==> config.mk <==
export PLATFORM = sky130hd
export DESIGN_NAME = frame_scan_ctrl_flat
export DESIGN_NICKNAME = d
export VERILOG_FILES = /design/src/rtl/img_pkg.sv /design/src/rtl/frame_scan_ctrl_if.sv /design/src/rtl/sync_delay_cnt.sv /design/src/rtl/frame_scan_ctrl.sv /design/src/flat_wrapper.sv
export SDC_FILE = /design/constraint.sdc
export NUM_CORES = 1
export LEC_CHECK = 0
export BUFFER_PORTS_ARGS = -buffer_cell sky130_fd_sc_hd__buf_2
export CORE_MARGIN = 4
export CORE_UTILIZATION = 40
export DETAILED_ROUTE_END_ITERATION = 12
export GPL_ROUTABILITY_DRIVEN = 0
export GPL_TIMING_DRIVEN = 0
export HOLD_SLACK_MARGIN = 0.12
export PLACE_DENSITY = 0.59
export SETUP_SLACK_MARGIN = 0.02
export SYNTH_ARGS = -nofsm -noshare
export SYNTH_HDL_FRONTEND = slang
export SYNTH_SLANG_ARGS = --single-unit
==> constraint.sdc <==
create_clock -name HCLK -period 2.7 [get_ports HCLK]
set_input_delay 0.135 -clock HCLK [delete_from_list [all_inputs] [get_ports HCLK]]
set_output_delay 0.135 -clock HCLK [all_outputs]
set_load 0.03 [all_outputs]
==> src/rtl/img_pkg.sv <==
// Shared image-pipeline definitions: scan state encoding, default frame
// geometry / blanking constants and a width helper for index ports.
package img_pkg;

    typedef enum logic [2:0] {
        ST_IDLE  = 3'd0,
        ST_VSYNC = 3'd1,
        ST_HSYNC = 3'd2,
        ST_DATA  = 3'd3,
        ST_DONE  = 3'd4
    } scan_state_e;

    localparam int DEF_WIDTH       = 540;
    localparam int DEF_HEIGHT      = 360;
    localparam int DEF_VSYNC_DELAY = 100;
    localparam int DEF_HSYNC_DELAY = 160;

    // clog2 that never returns zero, so a degenerate dimension still gets a 1-bit port
    function automatic int clog2_min1(input int n);
        return (n <= 2) ? 1 : $clog2(n);
    endfunction

endpackage

==> src/rtl/frame_scan_ctrl_if.sv <==
// Frame scan control/status bundle. master = frame requester / pixel writer,
// slave = the scan controller.
interface frame_scan_ctrl_if import img_pkg::*; #(
    parameter int WIDTH  = DEF_WIDTH,
    parameter int HEIGHT = DEF_HEIGHT
) ();
    localparam int RW = clog2_min1(HEIGHT);
    localparam int CW = clog2_min1(WIDTH);
    localparam int AW = clog2_min1(WIDTH * HEIGHT);

    logic          start;
    logic          abort;
    logic          out_ready;
    logic          VSYNC;
    logic          HSYNC;
    logic [RW-1:0] row;
    logic [CW-1:0] col;
    logic [AW-1:0] pix_addr;
    logic          busy;
    logic          frame_done;

    modport master (
        output start, abort, out_ready,
        input  VSYNC, HSYNC, row, col, pix_addr, busy, frame_done
    );

    modport slave (
        input  start, abort, out_ready,
        output VSYNC, HSYNC, row, col, pix_addr, busy, frame_done
    );
endinterface

==> src/rtl/sync_delay_cnt.sv <==
// Terminal-count counter: counts 0..term_i while run_i is high, wraps to 0
// on the terminal cycle so it is already cleared for the next phase.
module sync_delay_cnt #(
    parameter int CNT_W = 8
) (
    input  logic             HCLK,
    input  logic             HRESETn,
    input  logic             run_i,
    input  logic             clr_i,
    input  logic [CNT_W-1:0] term_i,
    output logic             tc_o
);
    logic [CNT_W-1:0] cnt_q, cnt_d;

    // next count: clear wins, otherwise count and wrap at terminal
    always_comb begin
        cnt_d = cnt_q;
        if (clr_i)
            cnt_d = '0;
        else if (run_i)
            cnt_d = (cnt_q == term_i) ? '0 : cnt_q + 1'b1;
    end

    // count register
    always_ff @(posedge HCLK or negedge HRESETn) begin
        if (!HRESETn) cnt_q <= '0;
        else          cnt_q <= cnt_d;
    end

    assign tc_o = run_i && !clr_i && (cnt_q == term_i);
endmodule

==> src/rtl/frame_scan_ctrl.sv <==
// Frame scan controller: VSYNC blanking, then per line HSYNC blanking
// followed by pixel-pair transfers gated by out_ready. pix_addr is kept
// as a running register (+2 per transfer) instead of WIDTH*row+col.
// Optional feature macro: FRAME_REPEAT_EN (DONE loops back to VSYNC).
module frame_scan_ctrl import img_pkg::*; #(
    parameter int WIDTH       = DEF_WIDTH,
    parameter int HEIGHT      = DEF_HEIGHT,
    parameter int VSYNC_DELAY = DEF_VSYNC_DELAY,
    parameter int HSYNC_DELAY = DEF_HSYNC_DELAY
) (
    input  logic               HCLK,
    input  logic               HRESETn,
    frame_scan_ctrl_if.slave   bus
);
    localparam int RW    = clog2_min1(HEIGHT);
    localparam int CW    = clog2_min1(WIDTH);
    localparam int AW    = clog2_min1(WIDTH * HEIGHT);
    localparam int DMAX  = (VSYNC_DELAY > HSYNC_DELAY) ? VSYNC_DELAY : HSYNC_DELAY;
    localparam int CNT_W = clog2_min1(DMAX + 1);

    localparam logic [CW-1:0]    COL_LAST = CW'(WIDTH - 2);
    localparam logic [RW-1:0]    ROW_LAST = RW'(HEIGHT - 1);
    localparam logic [CNT_W-1:0] VS_TERM  = CNT_W'(VSYNC_DELAY);
    localparam logic [CNT_W-1:0] HS_TERM  = CNT_W'(HSYNC_DELAY);

    if (WIDTH < 2 || (WIDTH % 2) != 0) begin : g_bad_width
        $error("frame_scan_ctrl: WIDTH must be even and >= 2");
    end
    if (HEIGHT < 1) begin : g_bad_height
        $error("frame_scan_ctrl: HEIGHT must be >= 1");
    end

    scan_state_e   state_q, state_d;
    logic [RW-1:0] row_q, row_d;
    logic [CW-1:0] col_q, col_d;
    logic [AW-1:0] addr_q, addr_d;
    logic          cnt_run, cnt_tc;

    // one shared counter times both blanking phases; it wraps on exit and
    // abort clears it, so each phase starts from zero
    assign cnt_run = (state_q == ST_VSYNC) || (state_q == ST_HSYNC);

    sync_delay_cnt #(.CNT_W(CNT_W)) u_dly (
        .HCLK    (HCLK),
        .HRESETn (HRESETn),
        .run_i   (cnt_run),
        .clr_i   (bus.abort),
        .term_i  ((state_q == ST_VSYNC) ? VS_TERM : HS_TERM),
        .tc_o    (cnt_tc)
    );

    // next state and scan indices
    always_comb begin
        state_d = state_q;
        row_d   = row_q;
        col_d   = col_q;
        addr_d  = addr_q;
        if (state_q != ST_IDLE && bus.abort) begin
            state_d = ST_IDLE;
            row_d   = '0;
            col_d   = '0;
            addr_d  = '0;
        end else begin
            unique case (state_q)
                ST_IDLE:  if (bus.start && !bus.abort) state_d = ST_VSYNC;
                ST_VSYNC: if (cnt_tc) state_d = ST_HSYNC;
                ST_HSYNC: if (cnt_tc) state_d = ST_DATA;
                ST_DATA: begin
                    if (bus.out_ready) begin
                        if (col_q == COL_LAST) begin
                            col_d = '0;
                            if (row_q == ROW_LAST) begin
                                // last pair: indices drop to zero on entry to DONE
                                state_d = ST_DONE;
                                row_d   = '0;
                                addr_d  = '0;
                            end else begin
                                state_d = ST_HSYNC;
                                row_d   = row_q + 1'b1;
                                addr_d  = addr_q + AW'(2);
                            end
                        end else begin
                            col_d  = col_q + CW'(2);
                            addr_d = addr_q + AW'(2);
                        end
                    end
                end
                ST_DONE: begin
                    row_d  = '0;
                    col_d  = '0;
                    addr_d = '0;
`ifdef FRAME_REPEAT_EN
                    state_d = ST_VSYNC;
`else
                    state_d = ST_IDLE;
`endif
                end
                default: state_d = ST_IDLE;
            endcase
        end
    end

    // state and index registers
    always_ff @(posedge HCLK or negedge HRESETn) begin
        if (!HRESETn) begin
            state_q <= ST_IDLE;
            row_q   <= '0;
            col_q   <= '0;
            addr_q  <= '0;
        end else begin
            state_q <= state_d;
            row_q   <= row_d;
            col_q   <= col_d;
            addr_q  <= addr_d;
        end
    end

    assign bus.VSYNC      = (state_q == ST_VSYNC);
    assign bus.HSYNC      = (state_q == ST_DATA);
    assign bus.busy       = (state_q != ST_IDLE);
    assign bus.frame_done = (state_q == ST_DONE);
    assign bus.row        = row_q;
    assign bus.col        = col_q;
    assign bus.pix_addr   = addr_q;
endmodule

==> src/flat_wrapper.sv <==
// flat-port wrapper written by rule: the top's interface ports become plain ports
module frame_scan_ctrl_flat import img_pkg::*;
#(
    parameter int WIDTH       = DEF_WIDTH,
    parameter int HEIGHT      = DEF_HEIGHT,
    parameter int VSYNC_DELAY = DEF_VSYNC_DELAY,
    parameter int HSYNC_DELAY = DEF_HSYNC_DELAY
)
  (HCLK, HRESETn, bus_start, bus_abort, bus_out_ready, bus_VSYNC, bus_HSYNC, bus_row, bus_col, bus_pix_addr, bus_busy, bus_frame_done);
  frame_scan_ctrl_if #(.WIDTH(WIDTH), .HEIGHT(HEIGHT)) bus_i ();
  input  logic HCLK;
  input  logic HRESETn;
  input wire logic [$bits(bus_i.start)-1:0] bus_start;
  input wire logic [$bits(bus_i.abort)-1:0] bus_abort;
  input wire logic [$bits(bus_i.out_ready)-1:0] bus_out_ready;
  output wire logic [$bits(bus_i.VSYNC)-1:0] bus_VSYNC;
  output wire logic [$bits(bus_i.HSYNC)-1:0] bus_HSYNC;
  output wire logic [$bits(bus_i.row)-1:0] bus_row;
  output wire logic [$bits(bus_i.col)-1:0] bus_col;
  output wire logic [$bits(bus_i.pix_addr)-1:0] bus_pix_addr;
  output wire logic [$bits(bus_i.busy)-1:0] bus_busy;
  output wire logic [$bits(bus_i.frame_done)-1:0] bus_frame_done;
  assign bus_i.start = bus_start;
  assign bus_i.abort = bus_abort;
  assign bus_i.out_ready = bus_out_ready;
  assign bus_VSYNC = bus_i.VSYNC;
  assign bus_HSYNC = bus_i.HSYNC;
  assign bus_row = bus_i.row;
  assign bus_col = bus_i.col;
  assign bus_pix_addr = bus_i.pix_addr;
  assign bus_busy = bus_i.busy;
  assign bus_frame_done = bus_i.frame_done;
  frame_scan_ctrl #(.WIDTH(WIDTH), .HEIGHT(HEIGHT), .VSYNC_DELAY(VSYNC_DELAY), .HSYNC_DELAY(HSYNC_DELAY)) u_core (.HCLK(HCLK), .HRESETn(HRESETn), .bus(bus_i));
endmodule
# Word-level counts from Yosys, hierarchy flattened
# Cells that the tools add are included.
# W data, S select, Z words.
[totals]
output_inout_bits = 41
register_bits = 48
word_cells = 60
[op_classes]
n_reduce_logical = 13
mux = 26
eq_ne = 12
add_sub_neg = 4
[ops]
columns = ["operator", "n"]
rows = [
  ["$mux W18", 4],
  ["$mux W9", 4],
  ["$pmux W18 S2", 1],
  ["$mux W8", 4],
  ["$mux W10", 3],
  ["$mux W3", 7],
  ["$pmux W10 S2", 1],
  ["$add A18 B2 Y18 const B", 1],
  ["$pmux W9 S2", 1],
  ["$pmux W3 S4", 1],
  ["$add A10 B2 Y10 const B", 1],
  ["$eq A10 B10 Y1 const B", 1],
  ["$add A9 B1 Y9 const B", 1],
  ["$eq A9 B9 Y1 const B", 1],
  ["$ne A3 B1 Y1 const B", 3],
  ["$add A8 B1 Y8 const B", 1],
  ["$eq A8 B8 Y1", 1],
  ["$eq A3 B2 Y1 const B", 2],
  ["$ne A3 B2 Y1 const B", 2],
  ["$reduce_bool A3 Y1", 2],
  ["$reduce_and A5 Y1", 1],
  ["$logic_and A1 B1 Y1", 4],
  ["$eq A3 B1 Y1 const B", 1],
  ["$eq A3 B3 Y1 const B", 1],
  ["6 further kinds", 6],
]

# Longest topological paths before layout
# Gate-level depths: netlist of the first run.
[depth]
ltp_word = 7
ltp_mapped = 8

# Hierarchy
# Synthesis of the first run repeated with hierarchy kept, for this count alone.
[unflattened]
cells_unflattened = 298
hier_area_um2 = 2745.1
[modules_own_cells]
columns = ["module", "cells_per_inst", "instances", "area_per_inst_um2", "seq_area_each_um2"]
rows = [
  ["frame_scan_ctrl", 241, 1, 2219.6, 950.9],
  ["sync_delay_cnt", 57, 1, 525.5, 200.2],
]

# Least setup slack after synthesis of the first run
# OpenSTA, ideal clock, no wires.
[synth_timing]
path_type = "reg2reg"
startpoint = "register u_core.row_q[0], in the netlist u_core.bus.row[0]"
endpoint = "register u_core.addr_q[7], in the netlist u_core.bus.pix_addr[7]"
arrival_time_ns = 1.965
path_slack_ns = 0.643
path_buffers = 1
synth_period_minus_slack_ns = 2.057
required_ns = 2.608
path_stages_with_launch = 8
path_cell_list = "dfrtp_1 -> ha_1 -> and4_1 -> and4b_1 -> buf_2 -> a21o_1 -> or2_1 -> o31ai_2"
[synth_via]
elab_chain_len = 6
[synth_lines]
columns = ["element", "line", "text"]
rows = [
  ["start, declared", "frame_scan_ctrl.sv:34", "logic [RW-1:0] row_q, row_d;"],
  ["start signal, assigned", "frame_scan_ctrl.sv:112", "row_q <= row_d;"],
  ["$eq A9 B9 Y1", "frame_scan_ctrl.sv:72", "if (row_q == ROW_LAST) begin"],
  ["$mux W18", "frame_scan_ctrl.sv:72", ""],
  ["$mux W18", "frame_scan_ctrl.sv:70", "if (col_q == COL_LAST) begin"],
  ["$mux W18", "frame_scan_ctrl.sv:69", "if (bus.out_ready) begin"],
  ["$pmux W18 S2", "frame_scan_ctrl.sv:64", "unique case (state_q)"],
  ["$mux W18", "frame_scan_ctrl.sv:58", "if (state_q != ST_IDLE && bus.abort) begin"],
  ["end signal, assigned", "frame_scan_ctrl.sv:114", "addr_q <= addr_d;"],
  ["end, declared", "frame_scan_ctrl.sv:36", "logic [AW-1:0] addr_q, addr_d;"],
]
# Every way passes these cells. The select of a mux whose other input is x is not followed.
# A chain may end at the register's enable or synchronous reset.

# Final worst setup path of the first run
[layout_timing]
startpoint = "register u_core.row_q[0], in the netlist u_core.bus.row[0]"
endpoint = "register u_core.addr_q[6], in the netlist u_core.bus.pix_addr[6]"
# The elaborated chain is that of the path after synthesis.

==> run metrics, run 1 <==
Clk pwr share=0.259; DR vias=2253; ys async rst share=1.00; post-synthesis register bit count=46; commonest non-fill, non-tap cells in the layout=buf_2, dfrtp_1, nor2_1; Post-synth EDFFs=0; vias in the first global route=2071; hold-critical path depth=2; TritonRoute pass-1 iters=4; CP required=2.89 ns; Tcrit/Tclk final=0.847; first-pass GRT wire length=10100 um; CTS clk-pin slew, worst paths=0.09 ns; Syn-to-layout area delta=16.9%; most frequent CP cell=nor2_1; crit-path cells=ha_1, and4_1, and4b_1, buf_2, nor2_1, nor2_1, buf_2, nor2_1; full die area=7850 um2; Port Buffer Count=42; YS warnings=0; Pint=1.23 mW; switching part of the total=0.379; Multi-input gate area=1360 um2; WL final=5990 um; Syn Inst Count=279; layout cells sized above 1=0.217; critical path launch point type=register; setup bufs post-CTS=0; largest net degree at the start of global routing=47; I/O Pins=46; post-DP HPWL=4200 um; Fin Setup TNS=0 ns; total grt overflow=0; Crit Path Class=register to register; initial antenna violation count=0; Chip Width=88.6 um; Arr. time, crit path=2.48 ns; worst hold start=bus_abort; DRT iter0 DRCs=77; Chip Height=88.6 um; Hold Path Class=input port to register; fmax=437 MHz; Crit. End Element=register; CP max stage delay=about 0.41 ns; Power per Cell Area=651 nW/um2; fin. max-slew vios=0; Tmin final=2.29 ns; Worst Hold End=u_core.u_dly.cnt_q[5]; Fill cells=649; status=completed; combinational group share of total power=0.301; fin area=3040 um2; switching pwr=0.751 mW; clk sinks=between 40 and 50; residual DRC count=0; flop2flop setup slack=0.41 ns; area occupied by registers=1150 um2; Layout Nets=341; Clock Skews=0.00831 ns; n_diodes=0; Clock Tree Buf Depth=2; Worst Tran Pin Value=1.08 ns; Worst slew margin=0.281; Seq/Total Area, Yosys=0.443; Area after DPL=between 2000 and 3000 um2; RSZ-0062 raised after global routing=no; initial core utilization=0.412; Peak supply drop=~0.37 mV; R2R depth=8; Crit Path Max Fanout=10; Reg2Reg Launch Point=u_core.bus.row[0]; wire per inst=14.6 um; Syn Area/Cell=9.31 um2; antenna viol nets, final=0; hold buffer count at CTS=2; sequential power share=0.440; Synth Flop Type=dfrtp_1; final hold vios=0; leakage power=1.44 nW; Slowest cell on crit path=dfrtp_1; commonest non-fill, non-tap cell in the layout=buf_2; MaxCap Viol Count=0; CTS H-tree depth=2; Synth cell types=55; root buffer cell=clkbuf_8; Via density=5.51; CORE AREA=6310 um2; RR Endpoint=u_core.bus.pix_addr[6]; Syn Std Cell Area=2600 um2; Final Setup Violations=0; Clk Latency, worst-skew pair=about 0.3 ns; GRT Total Usage=0.164; CTS-repair resized insts=0; total design power=just under 2 mW; num rows=29; CTS tree=yes; CTS buffer count=5
## power groups by stage
stage / sequential [mW] / clock, mW / combinational (mW)
after floorplan: 0.991 / 0 / 0.302
after global placement: 0.883 / 0 / 0.588
after detailed placement: 0.884 / 0 / 0.596
after CTS: 0.872 / 0.536 / 0.602
after global routing: 0.890 / 0.562 / 0.666
final: 0.871 / 0.512 / 0.595
## layer usage
layer	global-route usage	vias up	part of all wire
met4	0.0508	0	0.014
met1	0.235	1075	0.49
met3	0.0363	8	0.048
met5	0	-	0
li1	-	1108	-
met2	0.247	62	0.45
## worst max-delay path, delay by kind of cell (launching register included)
family                     cells  cell delay, ns
buffers and inverters          2            0.51
and+or+nand+nor                5            0.95
DFF                            1            0.41
adders and majority gates      1            0.28
## logic make-up after synthesis
kind of cell    synth area share
fa+ha+maj                 0.0241
mux                      0.00770
other cells              0.00144
compound gates             0.138
simple gates               0.279
buf+inv                   0.0356
xor+xnor                  0.0708
flops                      0.443
## metrics by stage
stage | cells | utilization | setup slack, ns | hold WS, ns
global route | 409 | 0.481 | 0.280 | 0.165
detailed placement | 399 | 0.461 | 0.445 | 0.399
floorplan | 280 | - | 0.643 | -0.161
global placement | 399 | 0.461 | 0.452 | 0.391
CTS | 409 | 0.481 | 0.411 | 0.146
finish | 409 | 0.481 | 0.414 | 0.158
## sequential cells by signal, indices dropped and copies added, names as in the netlist
register,count
u_core.state_q,3
u_core.u_dly.cnt_q,8
u_core.bus.row,9
u_core.bus.pix_addr,17
u_core.bus.col,9
## synthesized netlist by cell type (all sizes together), types with 7 or more instances
cell type / n / area (um2)
buf: 11 / 65.1
dfrtp: 46 / 1150
nand2: 29 / 111
nand3: 17 / 85.1
nand4: 14 / 87.6
nor2: 34 / 130
nor3: 8 / 45.0
nor3b: 8 / 70.1
o21ai: 19 / 118
o31ai: 7 / 57.6
xor2: 16 / 140
## layout make-up
type,instances,share of cell area
inverter,5,0.00618
multi-input combinational,216,0.447
clock inverter,3,0.0132
sequential,46,0.379
timing repair buffer,44,0.0758
buffer,13,0.0243
clock buffer,5,0.0227
tap,77,0.0317
## worst max path at each step
stage	end	from	slack, ns
3_5_place_dp	u_core.bus.pix_addr[8]	u_core.bus.row[0]	0.44
5_1_grt	u_core.bus.pix_addr[3]	u_core.bus.row[0]	0.28
2_1_floorplan	u_core.bus.pix_addr[7]	u_core.bus.row[0]	0.64
6_report	u_core.bus.pix_addr[6]	u_core.bus.row[0]	0.41
3_3_place_gp	u_core.bus.pix_addr[10]	u_core.bus.row[0]	0.45
4_1_cts	u_core.bus.pix_addr[8]	u_core.bus.row[0]	0.41
(Power assumes the default switching activity.)
==> run 2: changes to the inputs <==
- PLACE_DENSITY: 0.59 -> 0.62
- clock period: 2.7 -> 1.9 ns (I/O delays scaled with it)
==> run metrics, run 2 (same netlist as run 1, synthesis figures left out) <==
leakage power=1.54 nW (was 1.44 nW); fmax=546 MHz (was 437 MHz); wire per inst=14.4 um (was 14.6 um); clk sinks=46 (unchanged); CP required=2.11 ns (was 2.89 ns); Worst slew margin=0.299 (was 0.281); Via density=5.32 (was 5.51); CTS H-tree depth=2 (unchanged); TritonRoute pass-1 iters=4 (unchanged); Fill cells=573 (was 649); MaxCap Viol Count=0 (unchanged); I/O Pins=46 (unchanged); Final Setup Violations=0 (unchanged); initial antenna violation count=0 (unchanged); Clk Latency, worst-skew pair=0.30 ns (about the same); vias in the first global route=2049 (was 2071); CTS clk-pin slew, worst paths=0.08 ns (was 0.09 ns); residual DRC count=0 (unchanged); commonest non-fill, non-tap cells in the layout=buf_2, dfrtp_1, nor2_1 (unchanged); RSZ-0062 raised after global routing=yes (was no); DR vias=2261 (was 2253); commonest non-fill, non-tap cell in the layout=buf_2 (unchanged); root buffer cell=clkbuf_8 (unchanged); Clock Skews=0.00377 ns (was 0.00831 ns); Tcrit/Tclk final=0.965 (was 0.847); Final Core Density=0.527 (was 0.481); CORE AREA=6310 um2 (unchanged); first-pass GRT wire length=9850 um (was 10100 um); Clock Tree Buf Depth=2 (unchanged); Slowest cell on crit path=dfrtp_2 (was dfrtp_1); n_diodes=0 (unchanged); fin. max-slew vios=0 (unchanged); placed cells=399 (unchanged); total grt overflow=0 (unchanged); layout cells sized above 1=0.302 (was 0.217); fin cells=425 (was 409); WL final=6110 um (was 5990 um); largest net degree at the start of global routing=47 (unchanged); Crit Path Class=register to register (unchanged); Worst Tran Pin Value=1.05 ns (was 1.08 ns); Power per Cell Area=894 nW/um2 (was 651 nW/um2); final hold vios=0 (unchanged); Chip Height=88.6 um (unchanged); full die area=7850 um2 (unchanged); Peak supply drop=0.525 mV (was 0.366 mV); Crit. End Element=register (unchanged); CP max stage delay=0.43 ns (was 0.41 ns); Arr. time, crit path=2.04 ns (was 2.48 ns); Chip Width=88.6 um (unchanged); GRT Total Usage=0.159 (was 0.164); CTS buffer count=5 (unchanged); Tmin final=1.83 ns (was 2.29 ns); crit-path cells=ha_4, and4_4, and4b_1, buf_6, a21o_1, or2_4, o31ai_1 (was ha_1, and4_1, and4b_1, buf_2, nor2_1, nor2_1, buf_2, nor2_1); DRT iter0 DRCs=111 (was 77); Crit Path Max Fanout=6 (was 10); Largest register FFs=17 (unchanged); status=completed (unchanged); Syn-to-layout area delta=28.0% (was 16.9%); initial core utilization=0.412 (unchanged); critical path launch point type=register (unchanged); Port Buffer Count=42 (unchanged); num rows=29 (unchanged); Hold Path Class=input port to register (unchanged); Layout Nets=357 (was 341); CTS tree=yes (unchanged); antenna viol nets, final=0 (unchanged); post-DP HPWL=4190 um (was 4200 um)
-- run 2: changes by cell type in the layout (fill, tap and decap cells not counted), moves of 3 or more --
cell,previous run,this run
buf_4,4,19
buf_6,0,3
nor2_1,33,30
buf_2,49,45
nor2_4,0,3
-- run 2: cell type report --
class	instances	area, um2	share of cell area
sequential	46	1150	0.347
timing repair buffer	60	353	0.106
clock buffer	7	76.3	0.0229
inverter	5	18.8	0.00564
clock inverter	1	30.0	0.00903
buffer	13	97.6	0.0293
multi-input combinational	216	1500	0.451
tap	77	96.3	0.0290
-- run 2: per-layer routing --
metal  part of all wire  vias to the layer above  track usage
li1                   -                     1139            -
met1               0.50                     1082        0.229
met2               0.45                       34        0.240
met3              0.041                        6       0.0372
met4              0.011                        0       0.0453
met5                  0                        -            0
-- run 2: power by group --
group | internal (mW) | switching [mW]
logic | 0.382 | 0.628
registers | 1.09 | 0.155
clock network | 0.394 | 0.323
total | 1.87 | 1.11
-- run 2: what timing repair did --
item | in CTS | in global routing
endpoints found under the hold margin | 48 | 0
pin swaps | 2 | 12
setup endpoints to repair | 21 | 36
buffers inserted | 3 | 12
hold buffers | 3 | 0
resized for setup | 8 | 25
-- run 2: final timing paths --
| kind | startpoint | end | slack [ns] | depth (start not counted) |
|---|---|---|---|---|
| setup / recovery | u_core.bus.row[0] | u_core.bus.pix_addr[15] | 0.07 | 7 |
| hold / removal | bus_out_ready | u_core.state_q[0] | 0.25 | 3 |
| setup reg to reg | u_core.bus.row[0] | u_core.bus.pix_addr[15] | 0.07 | 7 |
| hold reg to reg | u_core.bus.row[7] | u_core.bus.row[7] | 0.54 | 1 |
| max in group asynchronous | HRESETn | u_core.bus.row[1] | 0.67 | 2 |
| min in group asynchronous | HRESETn | u_core.bus.row[4] | 0.52 | 2 |
-- run 2: critical path, delay by kind of cell (launching register included) --
kind                       cells  cell delay, ns
adders and majority gates      1            0.17
DFF                            1            0.43
AOI/OAI and AO/OA              2            0.39
and+or+nand+nor                3            0.61
buffers and inverters          1            0.13
-- run 2: per-stage QoR --
step	total power [mW]	hold WS [ns]	setup slack (ns)	setup TNS [ns]	cell area [um2]
6_report	2.97	0.245	0.0669	0	3330
5_1_grt	3.19	0.246	-0.00214	-0.00228	3330
4_1_cts	2.91	0.243	0.0251	0	3130
3_5_place_dp	2.13	0.350	-0.120	-1.53	2940
3_3_place_gp	2.12	0.353	-0.101	-1.43	2940
2_1_floorplan	1.87	-0.201	-0.0213	-0.0238	2630
==> run 3: changes to the inputs <==
- CTS_BUF_LIST: default -> sky130_fd_sc_hd__clkbuf_4
- PLACE_DENSITY: 0.62 -> 0.59
- clock period: 1.9 -> 2.1 ns (I/O delays scaled with it)
==> run metrics, run 3 (same netlist as run 1, synthesis figures left out) <==
RR Endpoint=u_core.bus.pix_addr[7] (was u_core.bus.pix_addr[15]); Reg2Reg Launch Point=u_core.bus.row[1] (was u_core.bus.row[0]); CTS tree=yes (unchanged); critical path launch point type=register (unchanged); Crit Path Class=register to register (unchanged); antenna viol nets, final=0 (unchanged); wire per inst=14.6 um (was 14.4 um); n_diodes=0 (unchanged); status=completed (unchanged); Port Buffer Count=42 (unchanged); Power per Cell Area=809 nW/um2 (was 894 nW/um2); fin cells=412 (was 425); CORE AREA=6310 um2 (unchanged); M1 WL=2920 um (was 3050 um); worst hold start=bus_out_ready (unchanged); Syn-to-layout area delta=19.0% (was 28.0%); Tcrit/Tclk final=0.943 (was 0.965); CTS buffer count=5 (unchanged); Tmin final=1.98 ns (was 1.83 ns); Area after DPL=2910 um2 (was 2940 um2); WL final=6040 um (was 6110 um); DRT iter0 DRCs=80 (was 111); Fill cells=653 (was 573); Clock Skews=0.0170 ns (was 0.00377 ns); sequential power share=0.449 (was 0.419); post-DP HPWL=4200 um (was 4190 um); commonest non-fill, non-tap cells in the layout=buf_2, dfrtp_1, nor2_1 (unchanged); top sig layer=met4 (unchanged); CTS H-tree depth=2 (unchanged); I/O Pins=46 (unchanged); Final Setup Violations=0 (unchanged); hold-critical path depth=3 (unchanged); Layout Nets=344 (was 357); initial antenna violation count=0 (unchanged); switching pwr=0.979 mW (was 1.11 mW); vias in the first global route=2076 (was 2049); DR vias=2256 (was 2261); first-pass GRT wire length=10100 um (was 9850 um); Crit. End Element=register (unchanged); Clock Tree Buf Depth=2 (unchanged); commonest non-fill, non-tap cell in the layout=buf_2 (unchanged); TritonRoute pass-1 iters=4 (unchanged); full die area=7850 um2 (unchanged); num rows=29 (unchanged); switching part of the total=0.392 (was 0.372); Arr. time, crit path=2.28 ns (was 2.04 ns); Worst Tran Pin Value=1.05 ns (about the same); clk sinks=46 (unchanged); combinational group share of total power=0.333 (was 0.340); Pint=1.52 mW (was 1.87 mW); Chip Width=88.6 um (unchanged); Chip Height=88.6 um (unchanged); fin. max-slew vios=0 (unchanged); Largest register FFs=17 (unchanged); RSZ-0062 raised after global routing=no (was yes); Clk pwr share=0.217 (was 0.241); placed cells=399 (unchanged); Clk Latency, worst-skew pair=0.37 ns (was 0.30 ns); leakage power=1.45 nW (was 1.54 nW); initial core utilization=0.412 (unchanged); CP required=2.40 ns (was 2.11 ns); fin area=3090 um2 (was 3330 um2); Worst Hold End=u_core.state_q[0] (unchanged); Final Core Density=0.490 (was 0.527); final hold vios=0 (unchanged); fmax=505 MHz (was 546 MHz); Hold Path Class=input port to register (unchanged); GRT Total Usage=0.164 (was 0.159); DR WL met3=290 um (was 253 um); R2R depth=7 (unchanged); WL met2=2750 um (was 2740 um); MaxCap Viol Count=0 (unchanged); area occupied by registers=1150 um2 (about the same); residual DRC count=0 (unchanged); root buffer cell=clkbuf_4 (was clkbuf_8); layout cells sized above 1=0.242 (was 0.302); flop2flop setup slack=0.12 ns (was 0.07 ns); CTS clk-pin slew, worst paths=0.14 ns (was 0.08 ns); Multi-input gate area=1410 um2 (was 1500 um2); Crit Path Max Fanout=9 (was 6); Peak supply drop=0.503 mV (was 0.525 mV); Via density=5.48 (was 5.32); largest net degree at the start of global routing=47 (unchanged); Worst slew margin=0.298 (was 0.299); total grt overflow=0 (unchanged)
run 3: cell count changes in the layout (fill, tap and decap cells not counted), moves of 2 or more:
| cell | delta |
|---|---|
| clkbuf_4 | +3 |
| nor3b_4 | -2 |
| buf_4 | -11 |
| clkinv_2 | +2 |
| buf_2 | +2 |
| clkbuf_1 | -2 |
| clkbuf_8 | -5 |
| nor3b_2 | +2 |
| buf_6 | -3 |
run 3: worst max path at each step:
stage | from | end | slack, ns | depth (start not counted)
after floorplan | u_core.bus.row[0] | u_core.bus.pix_addr[7] | 0.04 | 7
after global placement | u_core.bus.row[0] | u_core.bus.pix_addr[10] | -0.15 | 8
after detailed placement | u_core.bus.row[0] | u_core.bus.pix_addr[8] | -0.16 | 8
after CTS | u_core.bus.row[1] | u_core.bus.pix_addr[8] | 0.03 | 8
after global routing | u_core.bus.row[1] | u_core.bus.pix_addr[15] | 0.03 | 7
final | u_core.bus.row[1] | u_core.bus.pix_addr[7] | 0.12 | 7
run 3: per-stage QoR:
step / TNS, ns / hold slack (ns) / worst slack (ns) / power [mW]
after CTS: 0 / 0.170 / 0.0348 / 2.48
after global placement: -1.44 / 0.361 / -0.148 / 1.89
after global routing: 0 / 0.206 / 0.0292 / 2.68
after detailed placement: -1.51 / 0.369 / -0.155 / 1.90
after floorplan: 0 / -0.191 / 0.0428 / 1.66
final: 0 / 0.202 / 0.119 / 2.50
run 3: timing repair:
item / CTS / global route
cloned: 0 / 0
endpoints found under the hold margin: 48 / 0
setup endpoints to repair: 15 / 17
gates resized for setup: 3 / 11
hold buffers: 3 / 0
pin swaps: 0 / 1
setup buffers: 1 / 1
run 3: power by group through the flow:
stage	clock network, mW	registers [mW]	logic (mW)
5_1_grt	0.600	1.15	0.932
2_1_floorplan	0	1.27	0.388
3_3_place_gp	0	1.13	0.756
4_1_cts	0.570	1.12	0.799
6_report	0.543	1.12	0.833
3_5_place_dp	0	1.14	0.767
run 3: metal layers:
layer,track usage,up-vias
met2,0.247,60
met3,0.0363,5
met5,0,-
met1,0.237,1077
met4,0.0467,0
li1,-,1114
run 3: area by class of cell:
class | instances | share of cell area
inverters | 5 | 0.00607
clock buffers | 5 | 0.0121
multi-input cells | 216 | 0.457
flip-flops and latches | 46 | 0.373
repair buffers | 47 | 0.0826
well taps | 77 | 0.0312
plain buffers | 13 | 0.0255
clock inverters | 3 | 0.0130
run 3: worst max-delay path, cell delays in order, from the launching register on:
cell     delay (ns)
dfrtp_2        0.46
ha_4           0.19
and4_1         0.20
and4b_1        0.19
buf_4          0.17
a21o_4         0.24
or2_4          0.25
o31ai_2        0.21
